<file path="src/rtl/pipe_ctrl_pkg.sv">
// Shared types and constants for the pipeline hazard/forwarding controller:
// the in-flight slot record, the forward-select encoding and legal configurations.
package pipe_ctrl_pkg;

    localparam int MAX_REG_AW     = 8;
    localparam int FWD_RF         = 0;
    localparam int NSTAGE_MIN     = 2;
    localparam int NSTAGE_MAX     = 7;
    localparam int LOAD_STAGE_MIN = 1;

    // rd/rs fields are sized for the widest register file and zero-extended.
    typedef struct packed {
        logic                  valid;
        logic [MAX_REG_AW-1:0] rd;
        logic                  regwrite;
        logic                  memread;
        logic [MAX_REG_AW-1:0] rs1;
        logic [MAX_REG_AW-1:0] rs2;
        logic                  use_rs1;
        logic                  use_rs2;
    } slot_t;

    function automatic bit cfg_legal(int nstage, int load_stage, int reg_aw);
        return (nstage >= NSTAGE_MIN) && (nstage <= NSTAGE_MAX) &&
               (load_stage >= LOAD_STAGE_MIN) && (load_stage <= nstage - 1) &&
               (reg_aw >= 1) && (reg_aw <= MAX_REG_AW);
    endfunction

    function automatic logic [31:0] sat_inc32(logic [31:0] v);
        return (v == 32'hFFFF_FFFF) ? v : v + 32'd1;
    endfunction

endpackage

</file>
<file path="src/rtl/fwd_select.sv">
// Per-operand forward source select: youngest qualifying writer among slots
// 1..NSTAGE-1 wins; loads only qualify once their data exists (k >= LOAD_STAGE).
module fwd_select
    import pipe_ctrl_pkg::*;
#(
    parameter int REG_AW     = 5,
    parameter int NSTAGE     = 3,
    parameter int LOAD_STAGE = 2,
    parameter int FSEL_W     = $clog2(NSTAGE + 1)
) (
    input  logic                           use_i,
    input  logic [REG_AW-1:0]              src_i,
    input  logic [NSTAGE-1:1]              valid_i,
    input  logic [NSTAGE-1:1]              regwrite_i,
    input  logic [NSTAGE-1:1]              memread_i,
    input  logic [NSTAGE-1:1][REG_AW-1:0]  rd_i,
    output logic [FSEL_W-1:0]              sel_o
);

    // Scan oldest to youngest so the youngest match overwrites the rest.
    always_comb begin
        sel_o = FSEL_W'(FWD_RF);
        if (use_i) begin
            for (int k = NSTAGE - 1; k >= 1; k--) begin
                if (valid_i[k] && regwrite_i[k] && (rd_i[k] != '0) &&
                    (rd_i[k] == src_i) && (!memread_i[k] || (k >= LOAD_STAGE))) begin
                    sel_o = FSEL_W'(k);
                end
            end
        end
    end

endmodule

</file>
<file path="src/rtl/pipe_hazard_ctrl.sv">
// Hazard, forwarding and flush controller tracking EX..WB in a shadow slot pipe.
// Optional event counters are built when PIPE_HAZ_STATS_EN is defined.
module pipe_hazard_ctrl
    import pipe_ctrl_pkg::*;
#(
    parameter int REG_AW     = 5,
    parameter int NSTAGE     = 3,
    parameter int LOAD_STAGE = 2,
    parameter int FSEL_W     = $clog2(NSTAGE + 1)
) (
    input  logic              clk,
    input  logic              reset,
    input  logic              id_valid,
    input  logic [REG_AW-1:0] id_rs1,
    input  logic [REG_AW-1:0] id_rs2,
    input  logic              id_use_rs1,
    input  logic              id_use_rs2,
    input  logic [REG_AW-1:0] id_rd,
    input  logic              id_regwrite,
    input  logic              id_memread,
    input  logic              branch_taken,
    input  logic              mem_wait,
    output logic              pc_write,
    output logic              ifid_write,
    output logic              id_bubble,
    output logic              flush,
    output logic [FSEL_W-1:0] fwd_a,
    output logic [FSEL_W-1:0] fwd_b
`ifdef PIPE_HAZ_STATS_EN
    ,
    output logic [31:0]       stall_cnt,
    output logic [31:0]       flush_cnt
`endif
);

    if (!cfg_legal(NSTAGE, LOAD_STAGE, REG_AW)) begin : g_bad_cfg
        $error("pipe_hazard_ctrl: illegal NSTAGE/LOAD_STAGE/REG_AW combination");
    end

    slot_t slots_q [NSTAGE];
    slot_t slots_d [NSTAGE];
    slot_t id_rec;

    logic                          hazard;
    logic                          do_stall;
    logic                          do_flush;
    logic [NSTAGE-1:1]             s_valid;
    logic [NSTAGE-1:1]             s_wr;
    logic [NSTAGE-1:1]             s_ld;
    logic [NSTAGE-1:1][REG_AW-1:0] s_rd;
    logic [FSEL_W-1:0]             sel_a;
    logic [FSEL_W-1:0]             sel_b;
    logic                          unused_slot;

    // Loads still short of LOAD_STAGE cannot be forwarded yet.
    always_comb begin
        hazard = 1'b0;
        for (int j = 0; j < LOAD_STAGE - 1; j++) begin
            if (slots_q[j].valid && slots_q[j].memread && slots_q[j].regwrite &&
                (slots_q[j].rd[REG_AW-1:0] != '0) &&
                ((id_use_rs1 && (slots_q[j].rd[REG_AW-1:0] == id_rs1)) ||
                 (id_use_rs2 && (slots_q[j].rd[REG_AW-1:0] == id_rs2)))) begin
                hazard = 1'b1;
            end
        end
        hazard = hazard && id_valid;
    end

    // Freeze beats flush, flush beats stall; reset forces the idle values.
    assign do_flush   = !reset && !mem_wait && branch_taken;
    assign do_stall   = !reset && !mem_wait && !branch_taken && hazard;
    assign flush      = do_flush;
    assign id_bubble  = do_stall;
    assign pc_write   = reset || (!mem_wait && !do_stall);
    assign ifid_write = reset || (!mem_wait && !do_stall);
    assign fwd_a      = reset ? FSEL_W'(FWD_RF) : sel_a;
    assign fwd_b      = reset ? FSEL_W'(FWD_RF) : sel_b;

    always_comb begin
        id_rec          = '0;
        id_rec.valid    = id_valid && !do_stall && !do_flush;
        id_rec.rd       = MAX_REG_AW'(id_rd);
        id_rec.regwrite = id_regwrite;
        id_rec.memread  = id_memread;
        id_rec.rs1      = MAX_REG_AW'(id_rs1);
        id_rec.rs2      = MAX_REG_AW'(id_rs2);
        id_rec.use_rs1  = id_use_rs1;
        id_rec.use_rs2  = id_use_rs2;

        slots_d = slots_q;
        if (!mem_wait) begin
            slots_d[0] = id_rec;
            for (int k = 1; k < NSTAGE; k++) begin
                slots_d[k] = slots_q[k-1];
            end
            if (branch_taken) begin
                slots_d[1].valid = 1'b0;
            end
        end
    end

    always_ff @(posedge clk) begin
        if (reset) begin
            for (int k = 0; k < NSTAGE; k++) begin
                slots_q[k].valid <= 1'b0;
            end
        end else begin
            slots_q <= slots_d;
        end
    end

    always_comb begin
        for (int k = 1; k < NSTAGE; k++) begin
            s_valid[k] = slots_q[k].valid;
            s_wr[k]    = slots_q[k].regwrite;
            s_ld[k]    = slots_q[k].memread;
            s_rd[k]    = slots_q[k].rd[REG_AW-1:0];
        end
    end

    // Source fields of the oldest slot are kept for visibility only.
    assign unused_slot = ^{slots_q[NSTAGE-1].rd, slots_q[NSTAGE-1].rs1, slots_q[NSTAGE-1].rs2,
                           slots_q[NSTAGE-1].use_rs1, slots_q[NSTAGE-1].use_rs2};

    fwd_select #(.REG_AW(REG_AW), .NSTAGE(NSTAGE), .LOAD_STAGE(LOAD_STAGE), .FSEL_W(FSEL_W)) u_fwd_a (
        .use_i      (id_rec.use_rs1 & 1'b0 | slots_q[0].use_rs1),
        .src_i      (slots_q[0].rs1[REG_AW-1:0]),
        .valid_i    (s_valid),
        .regwrite_i (s_wr),
        .memread_i  (s_ld),
        .rd_i       (s_rd),
        .sel_o      (sel_a)
    );

    fwd_select #(.REG_AW(REG_AW), .NSTAGE(NSTAGE), .LOAD_STAGE(LOAD_STAGE), .FSEL_W(FSEL_W)) u_fwd_b (
        .use_i      (slots_q[0].use_rs2),
        .src_i      (slots_q[0].rs2[REG_AW-1:0]),
        .valid_i    (s_valid),
        .regwrite_i (s_wr),
        .memread_i  (s_ld),
        .rd_i       (s_rd),
        .sel_o      (sel_b)
    );

`ifdef PIPE_HAZ_STATS_EN
    logic [31:0] stall_cnt_q, stall_cnt_d;
    logic [31:0] flush_cnt_q, flush_cnt_d;

    assign stall_cnt_d = do_stall ? sat_inc32(stall_cnt_q) : stall_cnt_q;
    assign flush_cnt_d = do_flush ? sat_inc32(flush_cnt_q) : flush_cnt_q;

    always_ff @(posedge clk) begin
        if (reset) begin
            stall_cnt_q <= '0;
            flush_cnt_q <= '0;
        end else begin
            stall_cnt_q <= stall_cnt_d;
            flush_cnt_q <= flush_cnt_d;
        end
    end

    assign stall_cnt = stall_cnt_q;
    assign flush_cnt = flush_cnt_q;
`endif

endmodule

</file>
<file path="config.mk">
export PLATFORM = sky130hd
export DESIGN_NAME = pipe_hazard_ctrl
export DESIGN_NICKNAME = d
export VERILOG_FILES = /design/src/rtl/pipe_ctrl_pkg.sv /design/src/rtl/fwd_select.sv /design/src/rtl/pipe_hazard_ctrl.sv
export SDC_FILE = /design/constraint.sdc
export NUM_CORES = 1
export LEC_CHECK = 0
export ABC_AREA = 1
export BUFFER_PORTS_ARGS = -buffer_cell sky130_fd_sc_hd__buf_2
export CORE_ASPECT_RATIO = 0.9
export CORE_MARGIN = 3
export CORE_UTILIZATION = 45
export CTS_CLUSTER_SIZE = 30
export DETAILED_ROUTE_END_ITERATION = 10
export PLACE_DENSITY = 0.66
export SLEW_MARGIN = 10
export SYNTH_ARGS = -nofsm -noshare
export SYNTH_HDL_FRONTEND = slang
export SYNTH_HIERARCHICAL = 1
export SYNTH_SLANG_ARGS = --single-unit
</file>
<file path="constraint.sdc">
create_clock -name clk -period 2.1 [get_ports clk]
set_clock_uncertainty 0.05 [all_clocks]
set_input_delay 0.105 -clock clk [delete_from_list [all_inputs] [get_ports clk]]
set_output_delay 0.105 -clock clk [all_outputs]
set_load 0.02 [all_outputs]
</file>
Yosys cells after proc, flatten, opt, wreduce, memory -nomap -nowiden

Index checks and enable logic that the tools add are counted.

Mux-type cells: 10
Equal/unequal tests: 6
Bitwise logic cells: 2
Reduce and logical (&&, ||, !) cells: 36

Operators by type and width:

| kind              | count |
|---|---|
| $eq 5x5->1        | 6 |
| $logic_and 1x1->1 | 24 |
| $mux 2            | 8 |
| $reduce_bool 5->1 | 3 |
| $logic_not 1->1   | 6 |
| $logic_or 1x1->1  | 2 |
| $mux 1            | 2 |
| $not 1->1         | 2 |
| $reduce_and 2->1  | 1 |

Output and inout port bits: 8
Word-level logic and storage cells: 69
Bits in registers: 35

Longest topological paths before layout

Depth after elaboration: 10
Mapped depth: 10
Depth with buffers taken out: 9

Hierarchy

The synthesis kept the hierarchy.

By module, submodules not included:

| module           | sequential area each (µm²) | cells an instance | times used | area each (µm²) |
|---|---|---|---|---|
| pipe_hazard_ctrl | 1051.0                     | 124               | 1          | 1420.1 |
| fwd_select       | 0.0                        | 66                | 2          | 270.3 |

Worst setup path after synthesis

OpenSTA, ideal clock, no wires.

Path type: in2out
Start: in reset
End: out pc_write
Buffers on the path: 2
Cell stages on the path: 8
Required time: 1945 ps
Path slack: 308 ps
Arrival time: 1637 ps
Path through: buf_6 > nor2_4 > nand4_1 > nor2_1 > nand2_2 > inv_2 > o21bai_1 > buf_4

Longest elaborated chain between the ends: 7

Ends and longest elaborated chain:

| what                            | line                   | source |
|---|---|---|
| from (decl)                     | pipe_hazard_ctrl.sv:12 | `input logic reset,` |
| $logic_not 1->1                 | pipe_hazard_ctrl.sv:71 | `assign do_stall = !reset && !mem_wait && !branch_taken && hazard;` |
| $logic_and 1x1->1 (3 in series) | pipe_hazard_ctrl.sv:71 |  |
| named net id_bubble             | pipe_hazard_ctrl.sv:25 | `output logic id_bubble,` |
| $logic_not 1->1                 | n/a                    |  |
| $logic_and 1x1->1               | n/a                    |  |
| $logic_or 1x1->1                | n/a                    |  |
| to (decl)                       | pipe_hazard_ctrl.sv:23 | `output logic pc_write,` |

The timed path passes the listed nets, and every way through them passes these cells.

Worst setup path in the final report

Start: reg slots_q[68] (netlist bit)
End: out fwd_a[1]

Longest elaborated chain between the ends: 6
Elaborated cells on any way between the ends: 9
Those cells by class: eq/ne (2); mux (4); reduce/logical (3)

Ends and longest elaborated chain:

| what                                               | line                               | source |
|---|---|---|
| from (decl)                                        | pipe_hazard_ctrl.sv:40             | `slot_t slots_q [NSTAGE];` |
| from (signal assigned)                             | pipe_hazard_ctrl.sv:108            | `slots_q <= slots_d;` |
| $eq 5x5->1                                         | fwd_select.sv:26                   | `(rd_i[k] == src_i) && (!memread_i[k] \|\| (k >= LOAD_STAGE))) begin` |
| $logic_and 1x1->1                                  | fwd_select.sv:25                   | `if (valid_i[k] && regwrite_i[k] && (rd_i[k] != '0) &&` |
| $mux 2 / $logic_and 1x1->1 (equally long branches) | fwd_select.sv:25, fwd_select.sv:26 |  |
| $mux 2 *                                           | fwd_select.sv:25                   |  |
| $mux 2 *                                           | fwd_select.sv:23                   | `if (use_i) begin` |
| named net sel_a[1]                                 | pipe_hazard_ctrl.sv:51             | `logic [FSEL_W-1:0] sel_a;` |
| $mux 2 *                                           | pipe_hazard_ctrl.sv:76             | `assign fwd_a = reset ? FSEL_W'(FWD_RF) : sel_a;` |
| to (decl)                                          | pipe_hazard_ctrl.sv:27             | `output logic [FSEL_W-1:0] fwd_a,` |

The timed path passes the listed nets; every way through them passes the cells marked *.

==> results.sh <==
export IMPL_rsz0062_at_grt="false"
export IMPL_synth_fp_nets=279
export IMPL_leakage_nw=1.21
export IMPL_hp_class="in2reg"
export IMPL_wl_per_cell_um=10.4
export IMPL_cts_tree="built"
export IMPL_cts_sinks=35
export IMPL_final_hold_viol_count=0
export IMPL_grt_usage=0.168
export IMPL_nets=335
export IMPL_die_h_um=68.1
export IMPL_ios=32
export IMPL_p_per_area_nw_per_um2=601
export IMPL_nFillCells=357
export IMPL_cts_resized=0
export IMPL_hold_worst_slack_ns=0.0115
export IMPL_grt_pass1_vias=1402
export IMPL_grt_pass1_wl_mm=6.20
export IMPL_routed_wl_mm=3.71
export IMPL_maxSlewHeadroom=0.787
export IMPL_vdd_drop_max_v=0.000361
export IMPL_clockBufferDepth=2
export IMPL_outcome="finished, final reports clean"
export IMPL_drt_iter0_drc=97
export IMPL_holdBufCountCts=18
export IMPL_tns_ns=0
export IMPL_gp_congestion=0.852
export IMPL_hpwl_mm=2.92
export IMPL_dieArea_um2=5110
export IMPL_synthToLayoutAreaGrowth_pct=24.2
export IMPL_cts_made_buffers=5
export IMPL_cts_htree_levels=2
export IMPL_syn_instance_count=255
export IMPL_crit_path_end_kind="primary output"
export IMPL_start_util=0.493
export IMPL_syn_cell_area_um2=1930
export IMPL_synth_avg_cell_area_um2=7.57
export IMPL_reg2reg_to="slots_q[86]"
export IMPL_antenna_cells=0
export IMPL_avgViaCountPerCell=4.44
export IMPL_fin_area_um2=2400
export IMPL_clk_latency_ns=0.27
export IMPL_port_buffers=31
export IMPL_path_clk_slew_ns=0.07
export IMPL_whs_path_depth=1
export IMPL_core_um2=3920
export IMPL_tightest_slew_ns=0.319
export IMPL_fin_ws_ns=0.342
export IMPL_cts_setup_buffers=0
export IMPL_grt_overflow_total=0
export IMPL_startpoint_type="register"
export IMPL_r2r_start="slots_q[79]"
export IMPL_grt_max_degree=19
export IMPL_drv_cap=0
export IMPL_antenna_found_initial=0
export IMPL_drive_gt1_frac=0.209
export IMPL_rows=21
export IMPL_hold_end="slots_q[71]"
export IMPL_vias=1584
export IMPL_rrSetupSlack_ns=0.82
export IMPL_dp_slack_ns=0.622
export IMPL_setup_viol=0
export IMPL_fmax_mhz=569
export IMPL_slew_violations=0
export IMPL_r2r_cells=8
export IMPL_cp_max_fo=4
export IMPL_min_period_ns=1.76
export IMPL_post_route_period_util=0.837
export IMPL_yosys_warnings=6
export IMPL_hold_start="id_rs1[3]"
export IMPL_dpl_cell_area_um2=2140
export IMPL_cts_root_buf="clkbuf_8"
export IMPL_first_pass_iters=4
export IMPL_die_w_um=75.0
export IMPL_required_ns=1.95
export IMPL_crit_type="reg2out"
export IMPL_power_mw=1.44
export IMPL_antenna_left=0
export IMPL_drc=0
export IMPL_crit_arrival_ns=1.60
==> sequential cells by signal (all words and copies together) (netlist names) <==
name / count
s_wr: 2
s_ld: 1
s_valid: 2
s_rd: 10
slots_q: 20
==> how the worst max path moves through the flow <==
stage / start / endpoint / slack [ns] / depth (start not counted)
CTS: slots_q[68] / fwd_a[1] / 0.31 / 10
global placement: s_rd[2] / fwd_b[1] / 0.65 / 10
detailed placement: slots_q[68] / fwd_a[1] / 0.62 / 10
global route: slots_q[80] / pc_write / 0.20 / 8
finish: slots_q[68] / fwd_a[1] / 0.34 / 10
floorplan: reset / pc_write / 0.32 / 8
==> critical path, stage by stage, from the launching register on <==
cell	delay [ns]
edfxtp_1	0.46
nor2_1	0.21
nand2_1	0.08
nand2_1	0.06
nand2_1	0.05
nand2_2	0.07
nor2_1	0.04
nor2_1	0.09
inv_1	0.04
nor2_1	0.07
buf_2	0.16
==> layout by cell type, fill, tap and decap left out <==
master and instances:
nor2_2 6, nor2_4 1, buf_4 2, a21oi_1 2
dfxtp_1 3, clkinv_1 1, nand2_1 96, o21bai_1 1
nor3_2 2, nand2_2 5, inv_1 43, o21ai_1 1
clkinv_2 1, nand4_1 3, inv_2 12, nand3_1 7
buf_2 31, edfxtp_1 32, nor2_1 38, dlygate4sd3_1 18
nor3_1 1, clkbuf_8 5
==> cell type report <==
type	instances	area, µm²	area share
Tap cell	46	57.6	0.0240
Multi-Input combinational cell	163	684	0.285
Clock inverter	2	8.76	0.00365
Clock buffer	5	68.8	0.0287
Inverter	55	206	0.0861
Timing Repair Buffer	51	350	0.146
Sequential cell	35	1020	0.426
==> where the power goes <==
| part | internal [mW] | switching (mW) | total (mW) |
|---|---|---|---|
| clock | 0.220 | 0.209 | 0.429 |
| combinational | 0.0795 | 0.0963 | 0.176 |
| sequential | 0.802 | 0.0344 | 0.836 |
| total | 1.10 | 0.340 | 1.44 |
==> per-layer routing <==
| metal | vias to the layer above | part of all wire | global-route usage |
|---|---|---|---|
| met2 | 35 | 0.44 | 0.253 |
| met5 | - | 0 | 0 |
| li1 | 875 | - | - |
| met3 | 4 | 0.053 | 0.0455 |
| met1 | 670 | 0.50 | 0.235 |
| met4 | 0 | 0.0073 | 0.0533 |
==> metrics by stage <==
stage	utilization	instances
final	0.612	357
after detailed placement	0.547	332
after CTS	0.612	357
after global placement	0.547	332
after global routing	0.612	357
after floorplan	-	255
Power figures use the tool's default switching activity.
